### config.mk
export PLATFORM = sky130hd
export DESIGN_NAME = brlite_svc_fifo
export DESIGN_NICKNAME = d
export VERILOG_FILES = /design/src/rtl/DMNIPkg.sv /design/src/rtl/brlite_svc_fifo.sv
export SDC_FILE = /design/constraint.sdc
export NUM_CORES = 1
export LEC_CHECK = 0
export CORE_MARGIN = 5
export CORE_UTILIZATION = 47
export CTS_CLUSTER_SIZE = 24
export DETAILED_ROUTE_END_ITERATION = 10
export PLACE_DENSITY = 0.66
export SLEW_MARGIN = 20
export SYNTH_ARGS = -nofsm -noshare
export SYNTH_HDL_FRONTEND = slang
export SYNTH_SLANG_ARGS = --single-unit
### constraint.sdc
create_clock -name clk_i -period 9.6 [get_ports clk_i]
set_input_delay 2.4 -clock clk_i [delete_from_list [all_inputs] [get_ports clk_i]]
set_output_delay 2.4 -clock clk_i [all_outputs]
set_load 0.02 [all_outputs]
### src/rtl/DMNIPkg.sv
// rtl/DMNIPkg.sv - shared DMNI/NI types for BrLite service messages
//
// Purpose: types and constants shared between the NI and the BrLite
//          service receive path.
// Contents:
//   BRLITE_SVC_FIFO_DEPTH : default entry count of the service receive FIFO
//   brlite_svc_t          : one BrLite service message (72 bits packed)
package DMNIPkg;

   localparam int BRLITE_SVC_FIFO_DEPTH = 8;

   typedef struct packed {
      logic [7:0]  ksvc;
      logic [15:0] producer;
      logic [15:0] seq_source;
      logic [31:0] payload;
   } brlite_svc_t;

endpackage

### src/rtl/brlite_svc_fifo.sv
// rtl/brlite_svc_fifo.sv - receive FIFO for BrLite service messages
//
// Purpose: captures one message per router req/ack handshake into a
//          circular buffer and presents the oldest entry to the NI.
// Ports:
//   clk_i, rst_ni  : clock, asynchronous active-low reset
//   br_req_i       : router offers br_data_i, held until br_ack_o
//   br_ack_o       : one-cycle capture pulse back to the router
//   br_data_i      : incoming message
//   svc_rx_o       : at least one message stored, svc_data_o valid
//   svc_ack_i      : NI pop pulse, ignored while empty
//   svc_data_o     : head entry (undefined while svc_rx_o is low)
//   occupancy_o    : stored entry count
//   full_o         : occupancy_o == DEPTH
module brlite_svc_fifo
   import DMNIPkg::*;
#(
   parameter int DEPTH = BRLITE_SVC_FIFO_DEPTH
) (
   input  logic                     clk_i,
   input  logic                     rst_ni,
   input  logic                     br_req_i,
   output logic                     br_ack_o,
   input  brlite_svc_t              br_data_i,
   output logic                     svc_rx_o,
   input  logic                     svc_ack_i,
   output brlite_svc_t              svc_data_o,
   output logic [$clog2(DEPTH):0]   occupancy_o,
   output logic                     full_o
);

   localparam int PtrW = $clog2(DEPTH);
   localparam int CntW = PtrW + 1;

   brlite_svc_t     mem_q [DEPTH];
   logic [PtrW-1:0] wr_ptr_q, wr_ptr_d;
   logic [PtrW-1:0] rd_ptr_q, rd_ptr_d;
   logic [CntW-1:0] count_q,  count_d;
   logic            br_ack_q, br_ack_d;
   logic            full;
   logic            push;
   logic            pop;

   always_comb begin
      full = (count_q == CntW'(DEPTH));
      // br_ack_q blocks re-capturing the message the router still holds
      // during the ack cycle. Push looks at the current full flag only, so
      // a same-cycle pop never frees room for a push.
      push = br_req_i && !br_ack_q && !full;
      pop  = svc_ack_i && (count_q != '0);

      wr_ptr_d = wr_ptr_q;
      rd_ptr_d = rd_ptr_q;
      count_d  = count_q;
      br_ack_d = push;

      if (push) begin
         wr_ptr_d = wr_ptr_q + PtrW'(1);
      end
      if (pop) begin
         rd_ptr_d = rd_ptr_q + PtrW'(1);
      end

      case ({push, pop})
         2'b10:   count_d = count_q + CntW'(1);
         2'b01:   count_d = count_q - CntW'(1);
         default: count_d = count_q;
      endcase
   end

   always_ff @(posedge clk_i or negedge rst_ni) begin
      if (!rst_ni) begin
         wr_ptr_q <= '0;
         rd_ptr_q <= '0;
         count_q  <= '0;
         br_ack_q <= 1'b0;
      end else begin
         wr_ptr_q <= wr_ptr_d;
         rd_ptr_q <= rd_ptr_d;
         count_q  <= count_d;
         br_ack_q <= br_ack_d;
      end
   end

   // Storage is not reset; entries are only meaningful below count_q.
   always_ff @(posedge clk_i) begin
      if (push) begin
         mem_q[wr_ptr_q] <= br_data_i;
      end
   end

   assign svc_data_o  = mem_q[rd_ptr_q];
   assign svc_rx_o    = (count_q != '0);
   assign occupancy_o = count_q;
   assign full_o      = full;
   assign br_ack_o    = br_ack_q;

endmodule

After elaboration in Yosys (flattened, before gate mapping):

Memories as Yosys holds them, arrays and structs flattened.
Index checks and enable logic that the tools add are counted.

* $add $sub $neg: 4
* eq/ne operators: 3
* mux-type cells: 3
* reduce and logical (&&, ||, !) cells: 7

Operators by type and width (count)
* 4-bit one-hot mux with 2 select lines: 1
* 3-bit by 1-bit adder with 3-bit output (second input constant): 2
* 4-bit by 1-bit adder with 4-bit output (second input constant): 1
* 4-bit == test (second input constant): 1
* 4-bit nonzero test: 1
* 4-bit by 1-bit subtractor with 4-bit output (second input constant): 1
* 1-bit logical AND: 3
* 2-bit by 1-bit == test with 1-bit output (second input constant): 1
* 2-bit == test (second input constant): 1
* 1-bit zero test: 2
* 1-bit two-way mux: 2
* 2-bit nonzero test: 1

* bits in registers: 11
* memory bits (writable): 576
* input port bits: 76
* output and inout bits: 79
* word-level logic and storage cells: 22
* memories: 1

Memories
* mem_q: words 8, width 72, rd ports 1, clocked after Yosys merged registers in 0, write ports 1, line brlite_svc_fifo.sv:35 `brlite_svc_t mem_q [DEPTH];`

Depth between registers and ports, before layout:

Gate-level depths: netlist (run 1).

* depth after elaboration: 5
* gate-level depth with buffers: 8
* gate-level depth less buffers: 8

Least setup slack after synthesis (run 1):

No wires, ideal clock.

* kind: input to register
* from: input br_req_i
* to: memory mem_q[0][0] (netlist name) (enable)
* library setup time: 0.679 ns
* arrival: 9.705 ns
* required time: 8.921 ns
* setup slack: -0.784 ns
* stages on the path: 3
* path buffers: 1
* path through: or3b_1 > buf_2 > nor4_1

* word-level cells in the longest chain between the ends: 4

Ends and longest elaborated chain
* from (decl): line brlite_svc_fifo.sv:22 `input logic br_req_i,`
* 1-bit logical AND (2 in a row): line brlite_svc_fifo.sv:49 `push = br_req_i && !br_ack_q && !full;`
* 1-bit two-way mux: line brlite_svc_fifo.sv:87 `if (push) begin`
* 1-bit two-way mux (implied by the code): line brlite_svc_fifo.sv:88 `mem_q[wr_ptr_q] <= br_data_i;`
* to (decl): line brlite_svc_fifo.sv:35

Every way passes these cells.

==> results of run 1 <==
-- metal layers --
layer	global-route usage, %	share of wire, %	routed length, um	vias to the layer above
met1	22.96	44	19140	5251
met5	0	0.062	27	-
met4	3.989	1.6	717	4
li1	-	-	-	4239
met2	28.14	50	21860	173
met3	3.768	3.9	1717	61
-- state kept, by name, summed over array words and instances, names as in the netlist --
signal,count
mem_q,576
occupancy_o,4
rd_ptr_q,3
wr_ptr_q,3
br_ack_o,1
-- worst max path at each step --
stage	start	end	slack, ns	cells past startpoint
global placement	rd_ptr_q[0]$_DFFE_PN0P_	svc_data_o[1]	3.92	4
floorplan	br_req_i	mem_q[2][0]$_DFFE_PP_	1.17	3
detailed placement	rd_ptr_q[0]$_DFFE_PN0P_	svc_data_o[46]	3.93	4
finish	rd_ptr_q[0]$_DFFE_PN0P_	svc_data_o[1]	3.41	4
global route	rd_ptr_q[0]$_DFFE_PN0P_	svc_data_o[60]	3.10	4
CTS	rd_ptr_q[0]$_DFFE_PN0P_	svc_data_o[46]	3.27	4
-- cells in the mapped netlist, drive strengths merged --
master	count
edfxtp	576
mux4	144
mux2	75
buf	31
clkbuf	11
dfrtp	11
inv	6
ha	5
xnor2	5
nor3	4
nand2	3
nand3	3
nor2	3
nor3b	3
a21oi	2
nand2b	2
nand4bb	2
a2111o	1
fa	1
mux2i	1
nor4	1
nor4b	1
o211ai	1
o21ai	1
o311ai	1
or3b	1
or4	1
or4b	1
xor2	1
-- power breakdown --
part           internal (mW)  total (mW)  switching, mW
sequential              3.13        3.34          0.209
clock                   1.19        2.09          0.899
combinational           1.42        2.68           1.27
total                   5.74        8.11           2.37
-- kinds of logic after synthesis --
logic type,count (synthesis),synth area share [%]
adder cells (fa/ha/maj),6,0.3688
multiplexers,220,18.81
AO/OA/AOI/OAI,6,0.1900
flip-flops,587,78.48
buffers and inverters,48,1.190
XOR/XNOR,6,0.2347
AND/OR/NAND/NOR,25,0.7265
-- cell type report --
type,instances,share of cell area [%]
sequential,587,66.53
multi-input combinational,263,17.44
clock inverter,23,0.6486
tap,615,2.912
timing repair buffer,174,6.448
inverter,6,0.08522
antenna,1,0.009468
clock buffer,78,5.932
-- worst min-delay path, cell delays in order (launching register included) --
cell	delay [ns]
dfrtp_1	0.42
nand2_1	0.06
o21ai_0	0.07
-- per-stage QoR --
step | worst slack (ns) | power, mW | cell area [um^2]
3_5_place_dp | 3.929 | 6.141 | 24690
2_1_floorplan | 1.174 | 5.167 | 22400
3_3_place_gp | 3.922 | 6.112 | 24690
6_report | 3.409 | 8.108 | 26430
5_1_grt | 3.103 | 8.488 | 26430
4_1_cts | 3.268 | 8.239 | 26430
==> metrics.md, run 1 <==
| Metric | Value |
|---|---|
| Status | `finished, final reports clean` |
| Crit-path cells | `buf_12 > mux4_2 > mux2_2 > clkdlybuf4s50_1` |
| Synth cell types | `34` |
| Residual DRC | `0` |
| Hold Crit Start | `occupancy_o[2]$_DFFE_PN0P_` |
| Worst path slowest cell | `dfrtp_4` |
| Reg2reg setup slack | `6.47 ns` |
| CTS clk-pin slew, worst paths | `0.06 ns` |
| Post-CTS sizing | `0` |
| Total Nets Final | `1171` |
| RR Endpoint | `mem_q[2][35]$_DFFE_PP_` |
| Worst r2r src | `occupancy_o[3]$_DFFE_PN0P_` |
| Hold endpoint | `occupancy_o[2]$_DFFE_PN0P_` |
| CP max FO | `116` |
| Post-route insts no fill | `1747` |
| Register area share after synthesis | `78.48%` |
| Tot GR Track Use | `16.82%` |
| Largest net degree at the start of global routing | `117` |
| Initial antenna violation count | `3` |
| Actual slew at the worst max-slew pin | `0.9956 ns` |
| Placed cells | `1645` |
| Clk Tree Root Cell | `clkbuf_16` |
| Hold Slack | `0.5931 ns` |
| Slew Limit Headroom | `33.63%` |
| IO Pins | `155` |
| Number of global-route vias before repair | `10624` |
| Fillers | `3572` |
| Fmax | `161.5 MHz` |
| Grt ovf | `0` |
| Reg area | `17580 um^2` |
| DP HPWL | `22350 um` |
| Cell count after synthesis | `898` |
| CP delay by family, top | `buffers and inverters` |
| Final core utilization | `55.70%` |
| Class of the worst hold path | `reg -> reg` |
| Worst Setup Start Kind | `flip-flop` |
| Drt pass-1 iters | `5` |
| Core Area | `47450 um^2` |
| CTS tree | `built` |
| # hold bufs at CTS | `0` |
| Yosys warns | `0` |
| Final setup viols | `0` |
| Top cells by area, synth | `edfxtp_1, mux4_2, mux2_2` |
| WHS Path Cells | `2` |
| CTS sink count | `587` |
| Period minus WS final | `6.191 ns` |
| Die width | `228.3 um` |
| Routed via count | `9728` |
| Kind of critical path | `reg -> out` |
| Synth top area share | `77.25%` |
| Max-slew violations | `0` |
| Critical Path RT | `7.20 ns` |
| H-tree Lvls | `2` |
| Worst skew pair latency | `0.60 ns` |
| Hold Vio Cnt, Final | `0` |
| Flops & latches, synth | `587` |
| Setup_tns | `0 ns` |
| Wirelength, routed | `43470 um` |
| Buffers on Ports | `154` |
| Unrepaired setup endpoints after global routing | `no` |
| WP data arrival | `3.79 ns` |
| Starting Density | `47.19%` |
| FP Rows | `80` |
| Clock Path Buffers | `3` |
| Worst path bufs/invs | `2` |
| Max incr delay on CP | `0.83 ns` |
| Vias per cell | `5.568` |
| Area of the multi-input gates | `4608 um^2` |
| Total CTS buffers | `57` |
| Gp weighted congestion | `0.7061` |
| Post-DRT Antenna Nets | `0` |
| Area leader, netlist | `edfxtp_1` |
| Global-route wire length before repair | `66610 um` |
| Post-synth net total | `980` |
| Starting DRT DRC Count | `692` |
| Pwr per Cell Area | `306.8 nW/um^2` |
| Number of max-cap violations | `0` |
| Worst VDD drop | `0.2710 mV` |
| Synth Area per Inst | `24.93 um^2` |
| Mapped Area | `22390 um^2` |
| Die height | `228.3 um` |
| Clock Skew | `0.01827 ns` |
| Commonest non-fill, non-tap cell in the layout | `edfxtp_1` |
| Area delta synth->final | `18.05%` |
| Mean routed wirelength per cell | `24.88 um` |
| Leak | `8.392 nW` |
| # Post-CTS Setup Buffers | `0` |
| Die area | `52100 um^2` |
| Register-to-Register Path Depth | `5` |
| Final period utilization | `64.49%` |
| Layout cells sized above 1 | `28.56%` |
| Most frequent cells in the layout | `edfxtp_1, clkdlybuf4s50_1, mux4_2` |
| Worst Setup End Kind | `output port` |
Power figures use the tool's default switching activity.
==> run 2: changes to the inputs <==
==> constraint.sdc (replaced) <==
create_clock -name clk_i -period 5.96 [get_ports clk_i]
set_input_delay 1.49 -clock clk_i [delete_from_list [all_inputs] [get_ports clk_i]]
set_output_delay 1.49 -clock clk_i [all_outputs]
set_load 0.02 [all_outputs]
==> metrics.md, run 2 (same netlist as run 1, synthesis figures left out) <==
| Metric | Value |
|---|---|
| Starting Density | `47.19%` |
| Period minus WS final | `4.834 ns` |
| Starting DRT DRC Count | `567` |
| CTS sink count | `587` |
| Total Nets Final | `1174` |
| Class of the worst hold path | `reg -> reg` |
| Fillers | `3516` |
| RR Endpoint | `occupancy_o[3]$_DFFE_PN0P_` |
| # hold bufs at CTS | `0` |
| Largest register by flop count | `mem_q` |
| Worst Setup Start Kind | `flip-flop` |
| Post-route insts no fill | `1754` |
| Die area | `52100 um^2` |
| Mean routed wirelength per cell | `24.35 um` |
| Hold Crit Start | `occupancy_o[2]$_DFFE_PN0P_` |
| Worst r2r src | `occupancy_o[0]$_DFFE_PN0P_` |
| CTS clk-pin slew, worst paths | `0.06 ns` |
| FP Rows | `80` |
| Hold endpoint | `occupancy_o[2]$_DFFE_PN0P_` |
| Number of global-route vias before repair | `10685` |
| Reg2reg setup slack | `2.96 ns` |
| Critical Path RT | `4.47 ns` |
| Clk Tree Root Cell | `clkbuf_16` |
| Residual DRC | `0` |
| Pwr per Cell Area | `492.6 nW/um^2` |
| CTS tree | `built` |
| Routed via count | `9779` |
| Number of max-cap violations | `0` |
| Worst skew pair latency | `0.59 ns` |
| Global-route wire length before repair | `66140 um` |
| Actual slew at the worst max-slew pin | `1.113 ns` |
| Max-slew violations | `0` |
| Grt ovf | `0` |
| Largest net degree at the start of global routing | `61` |
| Die width | `228.3 um` |
| WP data arrival | `3.34 ns` |
| Fmax | `206.9 MHz` |
| Post-DRT Antenna Nets | `0` |
| Core Area | `47450 um^2` |
| Register-to-Register Path Depth | `7` |
| Placed cells | `1648` |
| Worst VDD drop | `0.3088 mV` |
| Total CTS buffers | `57` |
| H-tree Lvls | `2` |
| Largest register FFs | `576` |
| Post-CTS sizing | `0` |
| Area delta synth->final | `18.59%` |
| Wirelength, routed | `42710 um` |
| Most frequent cells in the layout | `edfxtp_1, clkdlybuf4s50_1, mux4_2` |
| Kind of critical path | `reg -> out` |
| Leak | `8.442 nW` |
| Slew Limit Headroom | `25.83%` |
| IO Pins | `155` |
| Drt pass-1 iters | `4` |
| Initial antenna violation count | `2` |
| Worst Setup End Kind | `output port` |
| Diode count | `0` |
| Tot GR Track Use | `16.60%` |
| Clock Path Buffers | `3` |
| # Post-CTS Setup Buffers | `0` |
| Unrepaired setup endpoints after global routing | `no` |
| Hold Slack | `0.5972 ns` |
| Layout cells sized above 1 | `28.88%` |
| Setup_tns | `0 ns` |
| Hold Vio Cnt, Final | `0` |
| Commonest non-fill, non-tap cell in the layout | `edfxtp_1` |
| Die height | `228.3 um` |
| Final setup viols | `0` |
| DP HPWL | `23240 um` |
| CP max FO | `44` |
| Status | `finished, final reports clean` |
| Final period utilization | `81.10%` |
| Gp weighted congestion | `0.7045` |
| WHS Path Cells | `2` |
| Buffers on Ports | `154` |
| Clock Skew | `0.02074 ns` |
| Vias per cell | `5.575` |
-- run 2: changes by cell type in the layout (fill, tap and decap cells not counted) --
cell / delta
buf_12: +8
buf_4: -5
clkinv_1: +5
clkinv_2: +5
clkbuf_1: -3
clkbuf_8: -2
clkinv_8: -1
clkinvlp_4: +1
diode_2: -1
nor3_2: -1
nor3_4: +1
-- run 2: metal layers --
| metal | up-vias | global-route usage (%) | share of wire, % | wire, um |
|---|---|---|---|---|
| met4 | 4 | 4.008 | 1.3 | 566 |
| met5 | - | 0 | 0.063 | 27 |
| met3 | 47 | 3.531 | 5.0 | 2140 |
| met2 | 197 | 27.54 | 50 | 21450 |
| li1 | 4245 | - | - | - |
| met1 | 5286 | 22.96 | 43 | 18530 |
-- run 2: how the worst max path moves through the flow --
stage / start / end / slack [ns] / cells after the start
6_report: rd_ptr_q[0]$_DFFE_PN0P_ / svc_data_o[0] / 1.13 / 4
2_1_floorplan: br_req_i / mem_q[2][0]$_DFFE_PP_ / -1.56 / 3
4_1_cts: rd_ptr_q[0]$_DFFE_PN0P_ / svc_data_o[17] / 1.00 / 4
5_1_grt: rd_ptr_q[0]$_DFFE_PN0P_ / svc_data_o[0] / 0.88 / 4
3_3_place_gp: rd_ptr_q[0]$_DFFE_PN0P_ / svc_data_o[0] / 1.69 / 4
3_5_place_dp: rd_ptr_q[0]$_DFFE_PN0P_ / svc_data_o[17] / 1.67 / 4
-- run 2: stage by stage --
step | util, % | area [um^2] | total power [mW] | setup WS [ns]
floorplan | - | 22400 | 8.320 | -1.556
global placement | 52.30 | 24820 | 9.927 | 1.685
detailed placement | 52.30 | 24820 | 9.962 | 1.665
CTS | 55.96 | 26550 | 13.30 | 1.004
global route | 55.96 | 26550 | 13.71 | 0.8766
finish | 55.96 | 26550 | 13.08 | 1.126
-- run 2: layout make-up --
type / instances / area [um^2] / share of cell area, %
clock buffer: 73 / 1529 / 5.758
clock inverter: 33 / 206.4 / 0.7775
inverter: 6 / 22.52 / 0.08482
multi-input combinational: 263 / 4614 / 17.38
sequential: 587 / 17580 / 66.22
tap: 615 / 769.5 / 2.898
timing repair buffer: 177 / 1827 / 6.880
-- run 2: where the power goes --
| part | total [mW] | switching [mW] | leakage [nW] | internal (mW) |
|---|---|---|---|---|
| Clock | 3.31 | 1.42 | 0.855 | 1.89 |
| Sequential | 5.38 | 0.339 | 5.34 | 5.04 |
| Combinational | 4.39 | 2.05 | 2.25 | 2.34 |
-- run 2: critical path, cell delays in order, from the launching register on --
cell and delay (ns):
dfrtp_4 0.89, buf_12 0.41, mux4_2 0.56, mux2_2 0.30, clkdlybuf4s50_1 0.55
